==> src/rtl/elevator_pkg.sv <==
// Shared definitions for the elevator request path: FSM state encoding,
// the "no floor" code and the floor-code width helper.
package elevator_pkg;

    typedef enum logic [1:0] {
        IDLE    = 2'd0,
        GOT_CUR = 2'd1,
        PENDING = 2'd2
    } req_state_t;

    localparam int FLOOR_NONE = 0;

    // Minimum width that encodes floors 1..num_floors plus the 0 "none" code.
    function automatic int floor_width(input int num_floors);
        return $clog2(num_floors + 1);
    endfunction

endpackage

==> src/rtl/elevator_floor_request_capture_if.sv <==
// Request channel from the floor-request capture block to the motion controller:
// pickup/destination floors qualified by a valid/ready pair.
interface elevator_floor_request_capture_if #(
    parameter int FLOOR_W = 5
);
    logic [FLOOR_W-1:0] current;
    logic [FLOOR_W-1:0] destination;
    logic               input_confirm;
    logic               req_ready;

    modport master (
        output current,
        output destination,
        output input_confirm,
        input  req_ready
    );

    modport slave (
        input  current,
        input  destination,
        input  input_confirm,
        output req_ready
    );
endinterface

==> src/rtl/elevator_floor_request_capture_btn_debounce_edge.sv <==
// One push button: 2-flop synchroniser, debounce counter and a one-cycle
// pulse on each rising edge of the debounced level.
module btn_debounce_edge #(
    parameter int DEBOUNCE_CYCLES = 4
) (
    input  logic clk,
    input  logic rst,
    input  logic btn,
    output logic press
);
    localparam int CNT_W = (DEBOUNCE_CYCLES > 1) ? $clog2(DEBOUNCE_CYCLES) : 1;
    localparam logic [CNT_W-1:0] CNT_LAST = CNT_W'(DEBOUNCE_CYCLES - 1);

    logic             sync1_reg;
    logic             sync2_reg;
    logic             level_reg;
    logic             press_reg;
    logic [CNT_W-1:0] cnt_reg;

    always_ff @(posedge clk) begin
        if (rst) begin
            sync1_reg <= 1'b0;
            sync2_reg <= 1'b0;
            level_reg <= 1'b0;
            press_reg <= 1'b0;
            cnt_reg   <= '0;
        end else begin
            sync1_reg <= btn;
            sync2_reg <= sync1_reg;
            press_reg <= 1'b0;
            // Any sample agreeing with the accepted level restarts the count.
            if (sync2_reg == level_reg) begin
                cnt_reg <= '0;
            end else if (cnt_reg == CNT_LAST) begin
                level_reg <= sync2_reg;
                press_reg <= sync2_reg;
                cnt_reg   <= '0;
            end else begin
                cnt_reg <= cnt_reg + CNT_W'(1);
            end
        end
    end

    assign press = press_reg;

endmodule

==> src/rtl/elevator_floor_request_capture.sv <==
// Captures a pickup then destination floor from debounced push buttons and
// holds the completed request on a valid/ready channel until accepted.
module elevator_floor_request_capture
    import elevator_pkg::*;
#(
    parameter int NUM_FLOORS      = 9,
    parameter int FLOOR_W         = 5,
    parameter int DEBOUNCE_CYCLES = 4,
    parameter int DEST_TIMEOUT    = 1000
) (
    input  logic                                   clk,
    input  logic                                   rst,
    input  logic [NUM_FLOORS-1:0]                  push_btns,
    elevator_floor_request_capture_if.master       req,
    output logic                                   await_dest,
    output logic                                   entry_err
);
    localparam int TMR_W = (DEST_TIMEOUT > 1) ? $clog2(DEST_TIMEOUT) : 1;
    localparam logic [TMR_W-1:0] TMR_LAST = TMR_W'(DEST_TIMEOUT - 1);

    if (FLOOR_W < floor_width(NUM_FLOORS)) begin : g_width_check
        $error("FLOOR_W too narrow to encode NUM_FLOORS");
    end

    logic [NUM_FLOORS-1:0] press_vec;

    for (genvar gi = 0; gi < NUM_FLOORS; gi++) begin : g_btn
        btn_debounce_edge #(
            .DEBOUNCE_CYCLES(DEBOUNCE_CYCLES)
        ) u_btn (
            .clk  (clk),
            .rst  (rst),
            .btn  (push_btns[gi]),
            .press(press_vec[gi])
        );
    end

    logic               any_press;
    logic               multi_press;
    logic               single_press;
    logic [FLOOR_W-1:0] press_floor;

    // OR of all floor codes; only meaningful when exactly one event is present.
    always_comb begin
        press_floor = FLOOR_W'(FLOOR_NONE);
        for (int i = 0; i < NUM_FLOORS; i++) begin
            if (press_vec[i]) begin
                press_floor = press_floor | FLOOR_W'(i + 1);
            end
        end
    end

    assign any_press    = |press_vec;
    assign multi_press  = |(press_vec & (press_vec - NUM_FLOORS'(1)));
    assign single_press = any_press && !multi_press;

    req_state_t         state_reg,   state_next;
    logic [FLOOR_W-1:0] current_reg, current_next;
    logic [FLOOR_W-1:0] dest_reg,    dest_next;
    logic               confirm_reg, confirm_next;
    logic               await_reg,   await_next;
    logic               err_reg,     err_next;
    logic [TMR_W-1:0]   timer_reg,   timer_next;

    always_ff @(posedge clk) begin
        if (rst) begin
            state_reg   <= IDLE;
            current_reg <= FLOOR_W'(1);
            dest_reg    <= FLOOR_W'(1);
            confirm_reg <= 1'b0;
            await_reg   <= 1'b0;
            err_reg     <= 1'b0;
            timer_reg   <= '0;
        end else begin
            state_reg   <= state_next;
            current_reg <= current_next;
            dest_reg    <= dest_next;
            confirm_reg <= confirm_next;
            await_reg   <= await_next;
            err_reg     <= err_next;
            timer_reg   <= timer_next;
        end
    end

    always_comb begin
        state_next   = state_reg;
        current_next = current_reg;
        dest_next    = dest_reg;
        confirm_next = confirm_reg;
        await_next   = await_reg;
        err_next     = 1'b0;
        timer_next   = timer_reg;
        case (state_reg)
            IDLE: begin
                if (multi_press) begin
                    err_next = 1'b1;
                end else if (single_press) begin
                    current_next = press_floor;
                    await_next   = 1'b1;
                    timer_next   = '0;
                    state_next   = GOT_CUR;
                end
            end
            GOT_CUR: begin
                timer_next = timer_reg + TMR_W'(1);
                if (single_press && press_floor != current_reg) begin
                    dest_next    = press_floor;
                    await_next   = 1'b0;
                    confirm_next = 1'b1;
                    state_next   = PENDING;
                end else begin
                    // Remaining presses are either ambiguous or repeat the pickup floor.
                    if (any_press) begin
                        err_next = 1'b1;
                    end
                    if (timer_reg == TMR_LAST) begin
                        err_next   = 1'b1;
                        await_next = 1'b0;
                        state_next = IDLE;
                    end
                end
            end
            PENDING: begin
                if (req.req_ready) begin
                    confirm_next = 1'b0;
                    state_next   = IDLE;
                end
            end
            default: begin
                state_next = IDLE;
            end
        endcase
    end

    assign req.current       = current_reg;
    assign req.destination   = dest_reg;
    assign req.input_confirm = confirm_reg;
    assign await_dest        = await_reg;
    assign entry_err         = err_reg;

endmodule

==> src/flat_wrapper.sv <==
// flat-port wrapper written by rule: the top's interface ports become plain ports
module elevator_floor_request_capture_flat import elevator_pkg::*;
#(
    parameter int NUM_FLOORS      = 9,
    parameter int FLOOR_W         = 5,
    parameter int DEBOUNCE_CYCLES = 4,
    parameter int DEST_TIMEOUT    = 1000
)
  (clk, rst, push_btns, await_dest, entry_err, req_current, req_destination, req_input_confirm, req_req_ready);
  elevator_floor_request_capture_if #(.FLOOR_W(FLOOR_W)) req_i ();
  input  logic clk;
  input  logic rst;
  input  logic [NUM_FLOORS-1:0] push_btns;
  output logic await_dest;
  output logic entry_err;
  output wire logic [$bits(req_i.current)-1:0] req_current;
  output wire logic [$bits(req_i.destination)-1:0] req_destination;
  output wire logic [$bits(req_i.input_confirm)-1:0] req_input_confirm;
  input wire logic [$bits(req_i.req_ready)-1:0] req_req_ready;
  assign req_current = req_i.current;
  assign req_destination = req_i.destination;
  assign req_input_confirm = req_i.input_confirm;
  assign req_i.req_ready = req_req_ready;
  elevator_floor_request_capture #(.NUM_FLOORS(NUM_FLOORS), .FLOOR_W(FLOOR_W), .DEBOUNCE_CYCLES(DEBOUNCE_CYCLES), .DEST_TIMEOUT(DEST_TIMEOUT)) u_core (.clk(clk), .rst(rst), .push_btns(push_btns), .req(req_i), .await_dest(await_dest), .entry_err(entry_err));
endmodule
==> config.mk <==
export PLATFORM = sky130hd
export DESIGN_NAME = elevator_floor_request_capture_flat
export DESIGN_NICKNAME = d
export VERILOG_FILES = /design/src/rtl/elevator_pkg.sv /design/src/rtl/elevator_floor_request_capture_if.sv /design/src/rtl/elevator_floor_request_capture_btn_debounce_edge.sv /design/src/rtl/elevator_floor_request_capture.sv /design/src/flat_wrapper.sv
export SDC_FILE = /design/constraint.sdc
export NUM_CORES = 1
export LEC_CHECK = 0
export CAP_MARGIN = 25
export CORE_MARGIN = 2
export CORE_UTILIZATION = 38
export CTS_BUF_LIST = sky130_fd_sc_hd__clkbuf_4 sky130_fd_sc_hd__clkbuf_8
export DETAILED_ROUTE_END_ITERATION = 6
export PLACE_DENSITY_LB_ADDON = 0.2
export SLEW_MARGIN = 25
export SYNTH_ARGS = -nofsm -noshare
export SYNTH_HDL_FRONTEND = slang
export SYNTH_SLANG_ARGS = --single-unit
==> constraint.sdc <==
create_clock -name clk -period 2.3 [get_ports clk]
set_input_delay 0.46 -clock clk [delete_from_list [all_inputs] [get_ports clk]]
set_output_delay 0.46 -clock clk [all_outputs]
set_load 0.01 [all_outputs]
* Yosys cells after proc, flatten, opt, wreduce, memory -nomap -nowiden
Index checks and enable logic that the tools add are counted. W data, S select, Z words.
Word-level totals: register bits after elaboration 79, input bits 12, output and inout bits 13, word-level logic and storage cells 182
Operators by class: $add $sub $neg 11, eq/ne operators 27, muxes and demuxes 31, bitwise operators 20, reduce and logical (&&, ||, !) cells 41
Operators by type and width (number):
- $reduce_or A3 Y1 | 18
- $eq A2 B2 Y1 const B | 10
- $mux W10 | 2
- $pmux W10 S2 | 1
- $reduce_and A2 Y1 | 10
- $not A1 Y1 | 19
- $add A2 B1 Y2 const B | 9
- $reduce_or A9 Y1 | 2
- $mux W2 | 7
- $mux W3 | 4
- $mux W1 | 11
- $add A10 B1 Y10 const B | 1
- $eq A10 B10 Y1 const B | 1
- $and A9 B9 Y9 | 1
- $eq A1 B1 Y1 | 9
- $reduce_and A3 Y1 | 3
- $sub A9 B1 Y9 const B | 1
- $mux W4 | 2
- $reduce_and A4 Y1 | 2
- $pmux W1 S2 | 3
- $pmux W2 S3 | 1
- $ne A5 B5 Y1 | 1
- $ne A2 B1 Y1 const B | 2
- $ne A2 B2 Y1 const B | 2
- other kinds (6) | 8

* Depth between registers and ports, before layout
Gate-level depths: netlist (run 1).
word-level depth 13, depth in mapped cells 6, mapped depth without buffers 6

* Hierarchy
Synthesis (run 1) repeated with hierarchy kept, for this count alone.
Second synthesis, totals: cells, all modules 271, area total of the unflattened synthesis 3019.1 sq um
Modules (own cells, without submodules):
- btn_debounce_edge | times used 9, cells an instance 15, area an instance 201.4 sq um, seq. area each 120.1 sq um
- elevator_floor_request_capture | times used 1, cells an instance 136, area an instance 1206.2 sq um, seq. area each 460.4 sq um

* Least setup slack after synthesis (run 1)
OpenSTA, ideal clock, no wires.
path kind register to register, start point register u_core.g_btn[0].u_btn.press_reg, end point register u_core.timer_reg[5], library setup time 0.140 ns, data arrival time 1.772 ns, data required time 2.160 ns, path slack 0.389 ns, stages on the path, launching flop included 6, buffers on the path 0, period minus slack after synthesis 1.911 ns, cells stage by stage dfxtp_1 > or4_4 > a211oi_2 > o21ai_2 > o31ai_4 > a311oi_1
On the way: longest elaborated chain between the ends 7, elaborated cells between the ends (all ways) 9, classes of those cells add/sub (1); eq/ne (2); bitwise (1); reduce/logical (5)
RTL lines:
- start, declared | RTL line elevator_floor_request_capture_btn_debounce_edge.sv:17 | logic press_reg;
- start signal, assigned | RTL line elevator_floor_request_capture_btn_debounce_edge.sv:36 | press_reg <= sync2_reg;
- $sub A9 B1 Y9 | RTL line elevator_floor_request_capture.sv:54 | assign multi_press = |(press_vec & (press_vec - NUM_FLOORS'(1)));
- $and A9 B9 Y9 | RTL line elevator_floor_request_capture.sv:54
- $reduce_or A9 Y1 | RTL line elevator_floor_request_capture.sv:54
- $logic_not A1 Y1 | RTL line elevator_floor_request_capture.sv:55 | assign single_press = any_press && !multi_press;
- $logic_and A1 B1 Y1 | RTL line elevator_floor_request_capture.sv:55
- $ne A2 B1 Y1 (no source line)
- $reduce_and A3 Y1 (no source line) *
- end signal, assigned | RTL line elevator_floor_request_capture.sv:81 | timer_reg <= timer_next;
- end, declared | RTL line elevator_floor_request_capture.sv:63 | logic [TMR_W-1:0] timer_reg, timer_next;
Every way passes the cells marked *; elsewhere a longest branch is shown, timed or not. A chain may end at the register's enable or synchronous reset.

* Final worst setup path (run 1)
start point register u_core.g_btn[0].u_btn.press_reg, end point register u_core.timer_reg[9]
The elaborated chain is that of the path after synthesis.

==> results.py, run 1 <==
metrics = {
    "synthesis": {
        "syn_avg_cell_area_um2": 10.1,
        "yosysMostFrequentCell": "dfxtp_1",
        "synth_top_cell_by_area": "dfxtp_1",
        "synth-seq-cells": 77,
        "synthTopCellsByCount": "dfxtp_1, nor2_1, nor2b_1",
        "ys_warn_count": 0,
        "synthCells": 308,
        "synth_edf_count": 0,
        "ys.flop_type": "dfxtp_1",
        "ys_types": 51,
        "async_flop_share_pct": 0,
        "yosysTopAreaCellShare_pct": 49.4,
        "yosysSeqAreaShare_pct": 49.4,
        "netlist_area_um2": 3120,
        "synthTopCellsByArea": "dfxtp_1, nor2_1, ha_1",
    },
    "route": {
        "antenna_left": 0,
        "wl_per_cell_um": 12.5,
        "dr_total_vias": 2223,
        "wl_um": 5570,
        "firstDrtPassIters": 5,
        "viasPerCell": 4.98,
        "route.detailed.drc": 0,
        "drtIter0Drc": 73,
    },
    "clock_network": {
        "hold_buffers": 0,
        "cts_setup_buffers": 0,
        "worstSkewPairLatency_ns": 0.35,
        "clock_sinks": 77,
        "clockBufferDepth": 2,
        "cts-htree-levels": 3,
        "tritoncts": "yes",
        "cts_made_buffers": 9,
        "clockRootBuffer": "clkbuf_8",
        "post_cts_resized": 0,
        "clk_pin_slew_ns": 0.08,
    },
    "timing": {
        "fmax_mhz": 472,
        "period_share_pct": 92.0,
        "finalClockSkew_ns": 0.0113,
        "finalCriticalPeriod_ns": 2.12,
        "hold_ws_ns": 0.422,
        "fin_tns_setup_ns": 0,
        "slew_headroom_pct": 61.3,
        "tightest_slew_ns": 0.575,
        "grt_setup_unrepaired": "false",
        "finalHoldViolCount": 0,
        "drv_slew": 0,
        "setup_viol": 0,
    },
    "setup_path": {
        "r2r-start": "u_core.g_btn[0].u_btn.press$_SDFF_PP0_",
        "cp.required_ns": 2.53,
        "regToRegSetupSlack_ns": 0.18,
        "reg2regPathDepth": 5,
        "reg2reg_to": "u_core.timer_reg[9]$_SDFFE_PP0P_",
        "cp_slowest_cell": "or4_4",
        "arrival_ns": 2.34,
        "crit_chain": "or4_4 -> a211oi_2 -> o21ai_2 -> o31ai_4 -> a311oi_1",
        "slowest_delay_ns": 0.56,
        "critPathCaptureType": "register",
        "cp-start-kind": "register",
        "cp_max_fo": 8,
        "critPathKind": "register to register",
    },
    "floorplan": {
        "row_count": 33,
        "pin_count": 25,
        "die_w_um": 94.6,
        "die_y_um": 94.6,
        "die-area_um2": 8960,
        "floorplan.initialDensity_pct": 38.6,
        "core-area_um2": 8090,
    },
    "global_route": {
        "grt_pass1_wl_um": 9390,
        "grt_usage_pct": 13.7,
        "overflow": 0,
        "grt_max_degree": 45,
        "antenna_found_initial": 0,
        "grt_pass1_vias": 2043,
    },
    "power": {
        "peakVddDrop_mv": 0.431,
        "power.density_nw_per_um2": 652,
        "p_leak_uw": 0.00130,
    },
    "hold_path": {
        "holdCritStartpoint": "u_core.g_btn[7].u_btn.cnt_reg[0]$_SDFF_PP0_",
        "min_path_cells": 1,
        "hold_end": "u_core.g_btn[7].u_btn.cnt_reg[0]$_SDFF_PP0_",
        "hold_path_class": "register to register",
    },
    "cells_and_area": {
        "drive_gt1_share_pct": 11.7,
        "largest_register_ffs": 18,
        "fin_area_um2": 3630,
        "syn_to_final_growth_pct": 16.2,
        "fin_nets": 358,
        "insertedDiodeCount": 0,
    },
    "run_status": {
        "status": "complete, no violations",
    },
    "placement": {
        "placed_area_um2": 3440,
        "numPortBuffers": 22,
        "dpl.hpwl_um": 3880,
        "place.gp.congestion": 0.769,
    },
    "flow_run": {
        "maxCapViolCount": 0,
    },
}
-- cell type report --
type	instances	area, um^2
Tap cell	105	131
Sequential cell	77	1540
Fill cell	803	4460
Clock inverter	5	35.0
Clock buffer	11	145
Multi-Input combinational cell	209	1460
Inverter	10	37.5
Timing Repair Buffer	29	280
-- kinds of logic after synthesis --
logic type	Yosys count	synth area share, %
AOI/OAI and AO/OA	46	11.1
xor gates and xnor gates	15	4.21
adders and majority gates	12	4.65
buffers and inverters	23	4.25
DFF	77	49.4
muxes	10	3.21
other	1	0.120
and+or+nand+nor	124	23.0
-- routing by layer --
layer  vias up  share of wire, %  GRT usage, %
li1       1148                 -             -
met1      1014                48          16.9
met2        49                45          21.0
met3        12               4.7          4.15
met4         0               2.4          7.97
met5         -                 0             0
-- worst max-delay path by stage --
| stage | start | slack, ns | end |
|---|---|---|---|
| after floorplan | u_core.g_btn[0].u_btn.press$_SDFF_PP0_ | 0.39 | u_core.timer_reg[5]$_SDFFE_PP0P_ |
| after global placement | u_core.g_btn[0].u_btn.press$_SDFF_PP0_ | 0.22 | u_core.timer_reg[5]$_SDFFE_PP0P_ |
| after detailed placement | u_core.g_btn[0].u_btn.press$_SDFF_PP0_ | 0.19 | u_core.timer_reg[9]$_SDFFE_PP0P_ |
| after CTS | u_core.g_btn[0].u_btn.press$_SDFF_PP0_ | 0.19 | u_core.timer_reg[9]$_SDFFE_PP0P_ |
| after global routing | u_core.g_btn[0].u_btn.press$_SDFF_PP0_ | 0.02 | u_core.timer_reg[9]$_SDFFE_PP0P_ |
| final | u_core.g_btn[0].u_btn.press$_SDFF_PP0_ | 0.18 | u_core.timer_reg[9]$_SDFFE_PP0P_ |
-- cell usage in the layout (no fill, tap or decap), types with 4 or more instances in the layout --
cell,count
a211oi_1,8
a21oi_1,8
a31oi_1,4
buf_4,6
clkbuf_8,10
clkdlybuf4s50_1,21
dfxtp_1,77
ha_1,10
inv_1,10
mux2i_1,10
nand2_1,9
nand3_1,8
nand4_1,4
nor2_1,36
nor2b_1,19
nor3_1,7
nor4_1,4
nor4bb_1,9
o21a_1,4
o21ai_0,7
or3_1,10
xnor2_1,10
xor2_1,5
-- metrics by stage --
stage,utilization [%],instances,power [uW],setup WS [ns]
global route,44.8,446,2460,0.0244
detailed placement,42.5,430,1470,0.193
finish,44.8,446,2370,0.183
floorplan,-,309,1440,0.389
global placement,42.5,430,1460,0.225
CTS,44.8,446,2400,0.187
-- worst max-delay path: cells and delay by family (launching register included) --
family	cells	cell delay (ns)
compound gates	4	1.07
flops	1	0.36
simple gates	1	0.56
-- power breakdown --
group	internal [uW]	leakage [uW]	switching, uW
combinational	39.9	0.000579	33.1
clock	435	0.0000931	496
sequential	1350	0.000625	9.02
Note: power is estimated with default switching activity, not from simulation.
==> run 2, diff against run 1 <==
Settings changed: CAP_MARGIN 25 to 40, CORE_UTILIZATION 38 to 60, GPL_TIMING_DRIVEN set to 0.
==> run 2 against run 1 <==
Against the previous run: clock power is 31% higher; highest routed layer unchanged; combinational power is 9.9% higher; first-iteration DRC count is 93% higher; core utilization is 27 points higher; setup slack worse by 0.012 ns; sequential power hardly changed; routed wire length is 2.2% higher; flip-flop and latch count stayed put; die area is 35% lower; cell area is 1.0% higher.
==> results.py, run 2 (synthesis results as in run 1) <==
metrics = {
    "run_status": {
        "status": "complete, no violations",
    },
    "timing": {
        "finalCriticalPeriod_ns": 2.13,
        "fmax_mhz": 470,
        "slew_headroom_pct": 56.3,
        "setup_viol": 0,
        "fin_tns_setup_ns": 0,
        "period_share_pct": 92.6,
        "drv_slew": 0,
        "finalHoldViolCount": 0,
        "finalClockSkew_ns": 0.0128,
        "tightest_slew_ns": 0.649,
        "grt_setup_unrepaired": "false",
        "hold_ws_ns": 0.420,
    },
    "floorplan": {
        "die_w_um": 76.1,
        "floorplan.initialDensity_pct": 61.5,
        "row_count": 26,
        "pin_count": 25,
        "die_y_um": 76.1,
        "die-area_um2": 5800,
        "core-area_um2": 5070,
    },
    "route": {
        "drtIter0Drc": 141,
        "met3_length_um": 203,
        "wl_per_cell_um": 13.7,
        "wl_met1_um": 2620,
        "wl_um": 5690,
        "highest_layer": "met4",
        "viasPerCell": 5.45,
        "route.detailed.drc": 0,
        "dr_total_vias": 2269,
        "firstDrtPassIters": 4,
        "antenna_left": 0,
        "route.met2.wl_um": 2790,
    },
    "clock_network": {
        "cts-htree-levels": 3,
        "worstSkewPairLatency_ns": 0.35,
        "clk_pin_slew_ns": 0.09,
        "clockRootBuffer": "clkbuf_8",
        "tritoncts": "yes",
        "clockBufferDepth": 2,
        "hold_buffers": 0,
        "cts_made_buffers": 9,
        "post_cts_resized": 0,
        "clock_sinks": 77,
        "cts_setup_buffers": 0,
    },
    "power": {
        "seqPwrFrac_pct": 51.1,
        "netSwitchingFraction_pct": 20.2,
        "peakVddDrop_mv": 0.556,
        "p_switching_uw": 538,
        "power.density_nw_per_um2": 727,
        "clockPowerShare_pct": 45.9,
        "p_leak_uw": 0.00133,
        "comb_power_share_pct": 3.0,
        "power.internal_uw": 2130,
    },
    "placement": {
        "numPortBuffers": 21,
        "dpl.hpwl_um": 4030,
        "place.gp.congestion": 0.820,
    },
    "flow_run": {
        "maxCapViolCount": 0,
    },
    "setup_path": {
        "cp_max_fo": 8,
        "arrival_ns": 2.35,
        "cp.required_ns": 2.52,
        "cp-start-kind": "register",
        "critPathCaptureType": "register",
        "critPathKind": "register to register",
        "regToRegSetupSlack_ns": 0.17,
    },
    "cells_and_area": {
        "syn_to_final_growth_pct": 17.4,
        "insertedDiodeCount": 0,
        "largest_register_ffs": 18,
        "fin_nets": 363,
        "num-fill-cells": 422,
        "final_cell_mix": "dfxtp_1, nor2_1, clkdlybuf4s50_1, nor2b_1, clkbuf_8",
        "drive_gt1_share_pct": 11.0,
        "final_common_cell": "dfxtp_1",
    },
    "global_route": {
        "grt_max_degree": 14,
        "grt_pass1_vias": 2246,
        "overflow": 0,
        "antenna_found_initial": 0,
        "grt_pass1_wl_um": 10100,
        "grt_usage_pct": 21.7,
    },
    "hold_path": {
        "hold_path_class": "register to register",
    },
}
## run 2: cell count changes in the layout (fill, tap and decap cells not counted)
cell       before  now
clkbuf_1        0    5
buf_12          1    0
buf_1           0    1
buf_4           6    4
inv_6           1    0
clkbuf_8       10   11
bufinv_16       0    3
nor4_2          2    1
buf_8           0    1
buf_2           1    0
clkinv_2        2    1
nor4_1          4    5
## run 2: metrics by stage
step / instance area [um^2] / total power, uW / utilization [%] / instances / worst slack, ns
3_3_place_gp: 3420 / 1470 / 67.5 / 400 / 0.151
6_report: 3670 / 2670 / 72.2 / 416 / 0.171
3_5_place_dp: 3420 / 1470 / 67.5 / 400 / 0.0811
5_1_grt: 3670 / 2750 / 72.2 / 416 / 0.0744
4_1_cts: 3670 / 2680 / 72.2 / 416 / 0.171
2_1_floorplan: 3130 / 1440 / - / 309 / 0.389
## run 2: routing by layer
layer  GRT usage [%]  up-vias
met3            4.86        8
met5               0        -
met4            9.09        0
met2            37.2       40
li1                -     1159
met1            26.5     1062
## run 2: layout make-up
class	count	area (um^2)	area share (%)
sequential	77	1540	42.0
multi-input combinational	209	1450	39.6
timing repair buffer	21	210	5.73
clock buffer	10	131	3.58
clock inverter	6	111	3.04
buffer	13	95.1	2.59
tap	70	87.6	2.39
inverter	10	37.5	1.02
## run 2: critical path, stage by stage (launching register included)
cell      delay, ns
dfxtp_1        0.37
or4_4          0.56
a211oi_2       0.29
o21ai_2        0.18
o31ai_4        0.44
a311oi_1       0.16
## run 2: power groups by stage
stage               clock, uW  combinational [uW]  sequential, uW
floorplan                   0                48.9            1390
global route             1300                90.0            1360
global placement            0                78.2            1390
detailed placement          0                80.9            1390
CTS                      1240                81.2            1360
finish                   1220                80.2            1360
## run 2: final timing paths
kind / startpoint / endpoint / cells after the start
worst max register to register: u_core.g_btn[0].u_btn.press$_SDFF_PP0_ / u_core.timer_reg[9]$_SDFFE_PP0P_ / 5
worst min register to register: u_core.g_btn[5].u_btn.cnt_reg[0]$_SDFF_PP0_ / u_core.g_btn[5].u_btn.cnt_reg[0]$_SDFF_PP0_ / 1
worst min-delay path: u_core.g_btn[5].u_btn.cnt_reg[0]$_SDFF_PP0_ / u_core.g_btn[5].u_btn.cnt_reg[0]$_SDFF_PP0_ / 1
worst max-delay path: u_core.g_btn[0].u_btn.press$_SDFF_PP0_ / u_core.timer_reg[9]$_SDFFE_PP0P_ / 5
